### src/rtl/mem_rd_arb.sv
// Two-requester read arbiter for one shared memory port. Returns are routed
// back to the requester through an in-order tag FIFO; a soft reset drains them.
module mem_rd_arb #(
  parameter int ADDR_W  = 8,
  parameter int DATA_W  = 32,
  parameter int MAX_OUT = 4
) (
  input  logic              clk,
  input  logic              rstn,
  input  logic              eng_rstn,
  input  logic              bm_rd_rq,
  input  logic [ADDR_W-1:0] bm_rd_addr,
  output logic              bm_rd_gnt,
  output logic [DATA_W-1:0] bm_rd_data,
  output logic              bm_rd_data_val,
  input  logic              ib_rd_rq,
  input  logic [ADDR_W-1:0] ib_rd_addr,
  output logic              ib_rd_gnt,
  output logic [DATA_W-1:0] ib_rd_data,
  output logic              ib_rd_data_val,
  output logic              mem_rd_req,
  output logic [ADDR_W-1:0] mem_rd_addr,
  input  logic [DATA_W-1:0] mem_rd_data,
  input  logic              mem_rd_data_val,
  output logic              busy,
  output logic              proto_err
);

  localparam int PW = (MAX_OUT > 1) ? $clog2(MAX_OUT) : 1;
  localparam int CW = PW + 1;
  localparam logic [CW-1:0] MAX_CNT = CW'(MAX_OUT);
  localparam logic [CW-1:0] ONE     = CW'(1);

  typedef enum logic {RUN = 1'b0, DRAIN = 1'b1} state_t;

  state_t              r_state, w_state_nxt;
  logic [MAX_OUT-1:0]  r_tag;
  logic [PW-1:0]       r_wptr, r_rptr;
  logic [CW-1:0]       r_cnt, r_drain_cnt;
  logic [CW-1:0]       w_cnt_pop, w_cnt_nxt, w_drain_nxt;
  logic                r_last_ib;
  logic                w_pop, w_orphan, w_push, w_can_issue, w_clear;
  logic                r_bm_val, r_ib_val, r_proto_err;
  logic [DATA_W-1:0]   r_bm_data, r_ib_data;

  always_comb begin
    w_pop       = (r_state == RUN) && mem_rd_data_val && (r_cnt != '0);
    w_orphan    = (r_state == RUN) && mem_rd_data_val && (r_cnt == '0);
    w_cnt_pop   = r_cnt - {{(CW-1){1'b0}}, w_pop};
    // A return in this cycle frees a slot for a grant in the same cycle.
    w_can_issue = rstn && eng_rstn && (r_state == RUN) && (w_cnt_pop < MAX_CNT);
    bm_rd_gnt   = w_can_issue && bm_rd_rq && (!ib_rd_rq || r_last_ib);
    ib_rd_gnt   = w_can_issue && ib_rd_rq && (!bm_rd_rq || !r_last_ib);
    w_push      = bm_rd_gnt || ib_rd_gnt;
    mem_rd_req  = w_push;
    mem_rd_addr = bm_rd_gnt ? bm_rd_addr : (ib_rd_gnt ? ib_rd_addr : '0);
  end

  always_comb begin
    w_state_nxt = r_state;
    w_clear     = 1'b0;
    w_drain_nxt = r_drain_cnt;
    w_cnt_nxt   = w_cnt_pop + {{(CW-1){1'b0}}, w_push};
    case (r_state)
      RUN: begin
        if (!eng_rstn) begin
          w_clear   = 1'b1;
          w_cnt_nxt = '0;
          if (w_cnt_pop != '0) begin
            w_state_nxt = DRAIN;
            w_drain_nxt = w_cnt_pop;
          end
        end
      end
      DRAIN: begin
        if (mem_rd_data_val) begin
          if (r_drain_cnt <= ONE) begin
            w_drain_nxt = '0;
            w_state_nxt = RUN;
          end else begin
            w_drain_nxt = r_drain_cnt - ONE;
          end
        end
      end
      default: w_state_nxt = RUN;
    endcase
  end

  always_ff @(posedge clk or negedge rstn) begin
    if (!rstn) begin
      r_state     <= RUN;
      r_cnt       <= '0;
      r_drain_cnt <= '0;
      r_wptr      <= '0;
      r_rptr      <= '0;
      r_tag       <= '0;
      r_last_ib   <= 1'b1;
      r_proto_err <= 1'b0;
    end else begin
      r_state     <= w_state_nxt;
      r_cnt       <= w_cnt_nxt;
      r_drain_cnt <= w_drain_nxt;
      if (w_orphan) r_proto_err <= 1'b1;
      if (w_push) begin
        r_tag[r_wptr] <= ib_rd_gnt;
        r_last_ib     <= ib_rd_gnt;
      end
      if (w_clear) begin
        r_wptr <= '0;
        r_rptr <= '0;
      end else begin
        if (w_push) r_wptr <= r_wptr + 1'b1;
        if (w_pop)  r_rptr <= r_rptr + 1'b1;
      end
    end
  end

  // Return path: one register stage, only the tagged requester's data updates.
  always_ff @(posedge clk or negedge rstn) begin
    if (!rstn) begin
      r_bm_val  <= 1'b0;
      r_ib_val  <= 1'b0;
      r_bm_data <= '0;
      r_ib_data <= '0;
    end else begin
      r_bm_val <= w_pop && !r_tag[r_rptr];
      r_ib_val <= w_pop &&  r_tag[r_rptr];
      if (w_pop && !r_tag[r_rptr]) r_bm_data <= mem_rd_data;
      if (w_pop &&  r_tag[r_rptr]) r_ib_data <= mem_rd_data;
    end
  end

  assign bm_rd_data_val = r_bm_val;
  assign ib_rd_data_val = r_ib_val;
  assign bm_rd_data     = r_bm_data;
  assign ib_rd_data     = r_ib_data;
  assign busy           = (r_cnt != '0) || (r_state == DRAIN);
  assign proto_err      = r_proto_err;

endmodule

### config.mk
export PLATFORM = sky130hd
export DESIGN_NAME = mem_rd_arb
export DESIGN_NICKNAME = d
export VERILOG_FILES = /design/src/rtl/mem_rd_arb.sv
export SDC_FILE = /design/constraint.sdc
export NUM_CORES = 1
export LEC_CHECK = 0
export ABC_AREA = 1
export BUFFER_PORTS_ARGS = -buffer_cell sky130_fd_sc_hd__buf_2
export CAP_MARGIN = 10
export CORE_MARGIN = 2
export CORE_UTILIZATION = 40
export DETAILED_ROUTE_END_ITERATION = 8
export PLACE_DENSITY_LB_ADDON = 0.2
export SLEW_MARGIN = 20
export SYNTH_ARGS = -nofsm -noshare
export SYNTH_HDL_FRONTEND = slang
export SYNTH_SLANG_ARGS = --single-unit
### constraint.sdc
create_clock -name clk -period 1.9 [get_ports clk]
set_input_delay 0.19 -clock clk [delete_from_list [all_inputs] [get_ports clk]]
set_output_delay 0.19 -clock clk [all_outputs]
set_load 0.005 [all_outputs]
=== Word level (Yosys, flattened, before mapping) ===
Cells that the tools add are included.

* Output and inout port bits: 79
* Register bits after elaboration: 83
* Input port bits: 54
* Logic and storage cells: 78

* Reductions and logical operators: 27
* Add/subtract/negate cells: 5
* Bitwise operators: 1
* Multiplexer cells: 25
* $lt $le $gt $ge: 5
* Eq/ne operators: 3

{| class="wikitable"
|+ Operators by type and width
! operator !! count
|-
| $mux W3 || 6
|-
| $mux W8 || 2
|-
| $logic_and A1 B1 Y1 || 13
|-
| $mux W1 || 8
|-
| $mux W2 || 4
|-
| $lt A2 B3 Y1 const B || 2
|-
| $pmux W3 S2 || 1
|-
| $reduce_bool A3 Y1 || 2
|-
| $add A2 B1 Y2 const B || 2
|-
| $bwmux W4 || 1
|-
| $logic_not A1 Y1 || 4
|-
| $logic_or A1 B1 Y1 || 4
|-
| $ne A2 B2 Y1 const B || 2
|-
| $reduce_bool A2 Y1 || 2
|-
| $add A3 B1 Y3 || 1
|-
| $le A3 B1 Y1 const B || 1
|-
| $logic_not A3 Y1 || 1
|-
| $lt A3 B3 Y1 const B || 1
|-
| $reduce_and A3 Y1 || 1
|-
| $sub A3 B1 Y3 || 1
|-
| $sub A3 B1 Y3 const B || 1
|-
| $bmux W1 S2 || 1
|-
| $demux W1 S2 || 1
|-
| $ge A2 B1 Y1 const B || 1
|-
| 3 further kinds || 3
|}

=== Depth between registers and ports, before layout ===
Gate-level depths: netlist of the first run.

* Depth in word-level cells: 12
* Depth in mapped cells: 16
* Mapped depth without buffers: 16

=== Worst setup path before layout of the first run ===
OpenSTA, ideal clock, no wires.

* Path type: register to register
* Start point: register r_state
* End point: register r_cnt[2]
* Path buffers: 0
* Data required time: 1.823 ns
* Library setup time: 0.077 ns
* Slack: -0.247 ns
* Data arrival time: 2.069 ns
* Clock period less this slack: 2.147 ns
* Cell stages (with the launch flop): 16
* Path through: dfrtp_1 inv_4 nand2_4 nor2_4 ha_1 ha_1 inv_1 nand2_1 nand2_1 nand3_1 nand2_1 ha_1 ha_1 inv_1 o21ai_0 a21oi_1

* Cells in the longest elaborated chain, start to end: 12
* Elaborated cells between the ends (all ways): 15
* Those cells by class: 2 x add/sub; 1 x order compare; 2 x mux; 1 x bitwise; 9 x reduce/logical

{| class="wikitable"
|+ RTL lines
! what !! line !! text
|-
| from (decl) || 36 || <nowiki>state_t r_state, w_state_nxt;</nowiki>
|-
| from (signal assigned) || 100 || <nowiki>r_state <= w_state_nxt;</nowiki>
|-
| $not A1 Y1 * || -- ||
|-
| $logic_and A1 B1 Y1 (2 in a row) || 47 || <nowiki>w_pop = (r_state == RUN) && mem_rd_data_val && (r_cnt != '0);</nowiki>
|-
| $sub A3 B1 Y3 || 49 || <nowiki>w_cnt_pop = r_cnt - {{(CW-1){1'b0}}, w_pop};</nowiki>
|-
| $lt A3 B3 Y1 || 51 || <nowiki>w_can_issue = rstn && eng_rstn && (r_state == RUN) && (w_cnt_pop < MAX_CNT);</nowiki>
|-
| $logic_and A1 B1 Y1 * || 51 ||
|-
| $logic_and A1 B1 Y1, on equally long branches (2 in a row) || 52, 53 ||
|-
| $logic_or A1 B1 Y1 * || 54 || <nowiki>w_push = bm_rd_gnt || ib_rd_gnt;</nowiki>
|-
| net mem_rd_req || 21 || <nowiki>output logic mem_rd_req,</nowiki>
|-
| $add A3 B1 Y3 * || 63 || <nowiki>w_cnt_nxt = w_cnt_pop + {{(CW-1){1'b0}}, w_push};</nowiki>
|-
| $mux W3 || 66 || <nowiki>if (!eng_rstn) begin</nowiki>
|-
| $mux W3 * || 64 || <nowiki>case (r_state)</nowiki>
|-
| net w_cnt_nxt[2] || 40 || <nowiki>logic [CW-1:0] w_cnt_pop, w_cnt_nxt, w_drain_nxt;</nowiki>
|-
| to (signal assigned) || 101 || <nowiki>r_cnt <= w_cnt_nxt;</nowiki>
|-
| to (decl) || 39 || <nowiki>logic [CW-1:0] r_cnt, r_drain_cnt;</nowiki>
|}

The timed path passes the listed nets; every way through them passes the cells marked *.
A chain may end at the register's enable or synchronous reset.

=== Worst setup path after layout of the first run ===
* Start point: register r_cnt[2]
* End point: output port mem_rd_addr[2]

* Cells in the longest elaborated chain, start to end: 9
* Elaborated cells between the ends (all ways): 11
* Those cells by class: 1 x add/sub; 1 x order compare; 2 x mux; 7 x reduce/logical

{| class="wikitable"
|+ RTL lines
! what !! line !! text
|-
| $reduce_bool A3 Y1 || 47 ||
|-
| $logic_and A1 B1 Y1 || 47 ||
|-
| $sub A3 B1 Y3 * || 49 ||
|-
| $lt A3 B3 Y1 * || 51 ||
|-
| $logic_and A1 B1 Y1 * || 51 ||
|-
| $logic_and A1 B1 Y1 (2 in a row) || 53 || <nowiki>ib_rd_gnt = w_can_issue && ib_rd_rq && (!bm_rd_rq || !r_last_ib);</nowiki>
|-
| $mux W8 || 56 || <nowiki>mem_rd_addr = bm_rd_gnt ? bm_rd_addr : (ib_rd_gnt ? ib_rd_addr : '0);</nowiki>
|-
| $mux W8 * || 56 ||
|-
| to (decl) || 22 || <nowiki>output logic [ADDR_W-1:0] mem_rd_addr,</nowiki>
|}

Mark *: on every way between the ends. The rest lies on a longest branch, timed or not.

==> reports/metrics.cfg, run 1 <==
[placed_design]
portBuffers = 132
gp_congestion = 0.789
post-dp-hpwl_mm = 6.64
dp_cells = 692
place_area_um2 = 4640

[yosys]
synth_flop_cell = dfrtp_1
synth_top_family_by_area = simple AND/OR/NAND/NOR gates
synth-simple-area-share_pct = 28.7
syn_inst = 447
synth_xor_area_share_pct = 0.469
syn_area_um2 = 3740
ys_types = 21
synth_fp_nets = 511
async_flop_share_pct = 100
synthTopCellsByArea = dfrtp_1 (55%), nand2_1 (24%), o21ai_0 (5.0%)
synth_edf_count = 0
seq_area_frac_synth_pct = 55.6
yosys-top-cells-count = nand2_1 (236), dfrtp_1 (82), o21ai_0 (37)
synth_compound_area_share_pct = 6.09
ys_warn_count = 0
synth-adder-area-share_pct = 3.35
yosys.area.top_type = dfrtp_1
postSynthAreaPerCell_um2 = 8.36
muxShareOfSynthArea_pct = 0
ys_ff_latch = 83
yosysMostFrequentCell = nand2_1
synth_top_area_share_pct = 54.9

[global_routing]
gr-total-overflow = 0
grt_pass1_wl_mm = 15.9
grt_max_degree = 46
grt_pass1_vias = 3418
track_usage_pct = 19.7
grt_antenna_before_repair = 0

[timing]
tns_ns = -3.96
finalSetupViolations = 18
fin_crit_sh_pct = 119
rsz0062_at_grt = true
finalMaxSlewViolations = 0
finClkSkew_ns = 0.0196
timing.fmax_ghz = 0.443
final.min_clock_period_ns = 2.26
hold_violations = 0
whs_ns = 0.0366
relSlewSlack_pct = 61.2
worst_pin_slew_ns = 0.583
setup_slack_ns = -0.355

[floorplan]
die_w_um = 101
fp-row-count = 35
initial_core_util_pct = 40.8
core_region_area_um2 = 9150
die-height_um = 101
pin_count = 133
die_area_um2 = 10100

[power_and_ir_drop]
pwr_density_cell_nw_per_um2 = 1520
p_leak_nw = 2.89
ir_drop_uv = 586
finalPower_mw = 7.73

[setup_path]
crit_path_end_kind = output port
crit_type = flop to output port
worstPathArrival_ns = 2.07
worst-path-max-fanout = 6
cp.required_ns = 1.71
critPathLaunchType = flop

[clock_network]
cts_sinks = 83
cts-buffers-inserted = 9
clkTransAtPathRegs_ns = 0.10
root_buffer = clkbuf_8
htree_levels = 3
clock_latency_ns = 0.35
clock_path_buffers = 2
cts_tree = built

[finish]
stdcell_area_um2 = 5100
instances_no_fill = 724
fillers = 871
syn_to_final_growth_pct = 36.4
layout.nets = 672
antenna_cells = 0
drive_gt1_share_pct = 37.4

[route]
dr.pass1.iters = 4
wl_mm = 9.60
vias = 3403
drc = 0
ant_nets = 0
via_per_inst = 4.70
drt-initial-drc-count = 81
post_drt_wl_per_cell_um = 13.3

[status]
violations = setup timing
outcome = finished, violations left

[min_path]
hold_class = input port to flop

[job]
maxCapViolCount = 0

## through the flow
stage,worst slack (ns),utilization [%]
5_1_grt,-0.457,55.7
3_3_place_gp,-0.0405,50.6
3_5_place_dp,-0.130,50.6
2_1_floorplan,-0.101,-
6_report,-0.355,55.7
4_1_cts,-0.351,54.9
## final timing paths
check / cells past startpoint / startpoint / to / slack [ns]
worst min register to register: 2 / bm_rd_data[24] / bm_rd_data[24] / 0.48
worst max-delay path: 14 / r_cnt[2] / mem_rd_addr[2] / -0.36
max in group asynchronous: 3 / rstn / ib_rd_data[12] / 1.00
worst max register to register: 17 / r_cnt[2] / r_cnt[2] / -0.20
worst min-delay path: 3 / mem_rd_data[3] / bm_rd_data[3] / 0.04
min in group asynchronous: 3 / rstn / r_cnt[2] / 0.45
## repair_timing
action                                  CTS  global route
pin swaps                                 9             8
buffers inserted                         11             3
gates cloned                              2             0
endpoints found under the setup margin   18            24
hold buffers                              1             0
resized for setup                        21            20
hold endpoints to repair                 82             0
## metal layers
metal | GRT usage [%] | part of all wire [%]
met1 | 25.1 | 44
met2 | 32.1 | 48
met3 | 6.24 | 6.7
met4 | 6.22 | 0.83
met5 | 0 | 0
## critical path, stage by stage, from the launching register on
cell	delay [ns]
dfrtp_1	0.41
inv_2	0.08
nand3_2	0.07
inv_2	0.09
nor2_4	0.04
ha_4	0.15
ha_4	0.16
inv_2	0.06
nand2_2	0.06
nand2_4	0.09
nand3_4	0.12
clkinvlp_4	0.15
nand2_1	0.06
nand2_1	0.06
buf_2	0.11
## sequential cells by signal, summed over array words and instances (netlist names), 2 cells and up
register / flops
bm_rd_data: 32
ib_rd_data: 32
r_tag: 4
r_cnt: 3
r_drain_cnt: 3
r_rptr: 2
r_wptr: 2
## logic make-up (layout without fill, tap and decap cells)
group                    Yosys count  in the layout
XOR/XNOR                           2              2
AND/OR/NAND/NOR                  265            265
AO/OA/AOI/OAI                     44             44
adder cells (fa/ha/maj)           10             10
flip-flops                        83             83
buffers and inverters             43            209
## cell type report
class	count	area, um^2	area share, %
Multi-Input combinational cell	321	1590	31.1
Timing Repair inverter	2	13.8	0.270
Timing Repair Buffer	165	961	18.8
Clock inverter	6	71.3	1.40
Tap cell	111	139	2.72
Inverter	26	111	2.18
Sequential cell	83	2080	40.8
Clock buffer	10	138	2.70
## power by group
group | total (mW) | internal, mW | switching, mW
Combinational | 3.44 | 1.47 | 1.98
Clock | 1.35 | 0.658 | 0.694
Sequential | 2.93 | 2.53 | 0.404
Total | 7.73 | 4.65 | 3.07
## cells in the final DEF, fill, tap and decap left out, drive strengths merged
cell,synthesis,final
a21oi,3,3
nor2,10,10
inv,26,28
clkbuf,6,10
o21bai,2,2
dfrtp,82,82
ha,10,10
nand2,239,239
dfstp,1,1
clkinvlp,0,3
bufinv,0,1
clkinv,0,2
dlygate4sd3,0,1
nand3,16,16
xor2,2,2
buf,11,164
o21ai,38,38
o211ai,1,1
Power figures use the tool's default switching activity.
==> run 2, diff against run 1 <==
--- a/config.mk
+++ b/config.mk
@@ -12,6 +12,7 @@
 export CORE_UTILIZATION = 40
 export DETAILED_ROUTE_END_ITERATION = 8
 export PLACE_DENSITY_LB_ADDON = 0.2
+export REMOVE_ABC_BUFFERS = 1
 export SLEW_MARGIN = 20
 export SYNTH_ARGS = -nofsm -noshare
 export SYNTH_HDL_FRONTEND = slang
==> reports/metrics.cfg, run 2 (synthesis results as in run 1) <==
[status]
outcome = finished, violations left
violations = hold timing, setup timing

[timing]
hold_violations = 4  ; +4
timing.fmax_ghz = 0.447  ; +0.82%
rsz0062_at_grt = true
finalMaxSlewViolations = 0  ; unchanged
finalSetupViolations = 19  ; +1
fin_crit_sh_pct = 118  ; -0.97 points
finClkSkew_ns = 0.00600  ; -0.0136 ns
worst_pin_slew_ns = 0.783  ; +0.200 ns
tns_ns = -4.26  ; -0.293 ns
relSlewSlack_pct = 47.8  ; -13 points
setup_slack_ns = -0.337  ; +0.0183 ns
whs_ns = -0.0187  ; -0.0553 ns
final.min_clock_period_ns = 2.24  ; -0.0183 ns

[placed_design]
pre_cts_slack_ns = -0.325  ; -0.195 ns
place_area_um2 = 4570  ; -1.5%
dp_cells = 690  ; -0.29%
portBuffers = 132  ; unchanged
post-dp-hpwl_mm = 6.44  ; -3.0%
gp_congestion = 0.828  ; +4.9%

[route]
wl_mm = 9.87  ; +2.9%
vias = 3400  ; -0.088%
drt-initial-drc-count = 89  ; +9.9%
ant_nets = 0  ; unchanged
via_per_inst = 4.72  ; +0.33%
post_drt_wl_per_cell_um = 13.7  ; +3.3%
drc = 0  ; unchanged
dr.pass1.iters = 4  ; unchanged

[finish]
drive_gt1_share_pct = 36.1  ; -1.3 points
stdcell_area_um2 = 5040  ; -1.2%
antenna_cells = 0  ; unchanged
instances_no_fill = 721  ; -0.41%
post-route-util_pct = 55.0  ; -0.68 points
syn_to_final_growth_pct = 34.7
layout_commonest_cell = nand2_1
layout.nets = 670  ; -0.30%
final_cell_mix = nand2_1 (225), buf_2 (129), dfrtp_1 (82)

[setup_path]
crit_path_end_kind = output port
critPathLaunchType = flop
worstPathArrival_ns = 2.05  ; -0.02 ns
r2r-start = r_cnt[2]
r2r_setup_slack_ns = -0.23  ; -0.03 ns
reg2reg_depth = 16  ; -1
worst-path-max-fanout = 5  ; -1
cp.required_ns = 1.71  ; about the same
crit_type = flop to output port
cp-startpoint = r_cnt[2]
r2r_end = r_cnt[2]

[floorplan]
die_w_um = 101  ; unchanged
die-height_um = 101  ; unchanged
core_region_area_um2 = 9150  ; unchanged
pin_count = 133  ; unchanged
die_area_um2 = 10100  ; unchanged
initial_core_util_pct = 40.8  ; unchanged
fp-row-count = 35  ; unchanged

[clock_network]
htree_levels = 3  ; unchanged
root_buffer = clkbuf_8
clkTransAtPathRegs_ns = 0.09  ; about the same
cts_sinks = 83  ; unchanged
cts-buffers-inserted = 9  ; unchanged
clock_latency_ns = 0.34  ; about the same
clock_path_buffers = 2  ; unchanged
cts_tree = built

[power_and_ir_drop]
pwr_density_cell_nw_per_um2 = 1520  ; +0.37%
ir_drop_uv = 808  ; +38%
p_leak_nw = 2.87  ; -0.55%
finalPower_mw = 7.66  ; -0.86%

[global_routing]
track_usage_pct = 19.9  ; +0.18 points
grt_max_degree = 84  ; +83%
grt_antenna_before_repair = 0  ; unchanged
grt_pass1_vias = 3251  ; -4.9%
gr-total-overflow = 0  ; unchanged
grt_pass1_wl_mm = 15.7  ; -1.3%

[job]
maxCapViolCount = 0  ; unchanged

[min_path]
hold_class = input port to async pin

==> run 2: changes by cell type in the layout (fill, tap and decap cells not counted), moves of 2 or more <==
cell,change
buf_6,-3
buf_4,+2
inv_2,-2
inv_4,+2
inv_6,-2
nand2_1,+2
nand3_2,-2
o21ai_0,+2
==> run 2: final cells by class <==
type | count | area (um^2)
fillers | 879 | 4120
flip-flops and latches | 83 | 2080
multi-input cells | 321 | 1560
repair buffers | 163 | 932
clock buffers | 11 | 151
well taps | 111 | 139
inverters | 26 | 110
clock inverters | 4 | 50.0
repair inverters | 2 | 15.0
==> run 2: metal layers <==
metal | share of wire (%) | vias up | global-route usage (%)
met2 | 48 | 107 | 32.3
met4 | 1.3 | 0 | 4.85
li1 | - | 1694 | -
met5 | 0 | - | 0
met1 | 44 | 1588 | 25.8
met3 | 7.2 | 11 | 6.66
==> run 2: critical path, cell delays in order, from the launching register on <==
cell and delay (ns):
dfrtp_1 0.39, inv_2 0.08, nand3_4 0.09, inv_4 0.08, nor2_4 0.04, ha_4 0.15
ha_4 0.17, inv_2 0.06, nand2_2 0.06, nand2_4 0.09, nand3_4 0.12, clkinvlp_4 0.15
nand2_2 0.06, nand2_1 0.06, buf_2 0.11
==> run 2: power breakdown <==
group | switching, mW | internal (mW) | total, mW
combinational | 1.97 | 1.44 | 3.41
clock | 0.637 | 0.670 | 1.31
sequential | 0.413 | 2.53 | 2.94
total | 3.02 | 4.64 | 7.66
==> run 2: how the worst max path moves through the flow <==
stage	to	slack (ns)	cells after the start
floorplan	r_cnt[2]	-0.25	15
global placement	r_cnt[2]	-0.21	16
detailed placement	r_cnt[2]	-0.33	16
CTS	mem_rd_addr[3]	-0.29	14
global route	mem_rd_addr[3]	-0.45	14
finish	mem_rd_addr[1]	-0.34	14
==> run 2: timing repair <==
action                     4_1_cts  5_1_grt
resized for setup               35        9
hold buffers                     0        0
setup buffers                   10        4
setup endpoints to repair       20       21
gates cloned                     2        0
pin swaps                       13       12
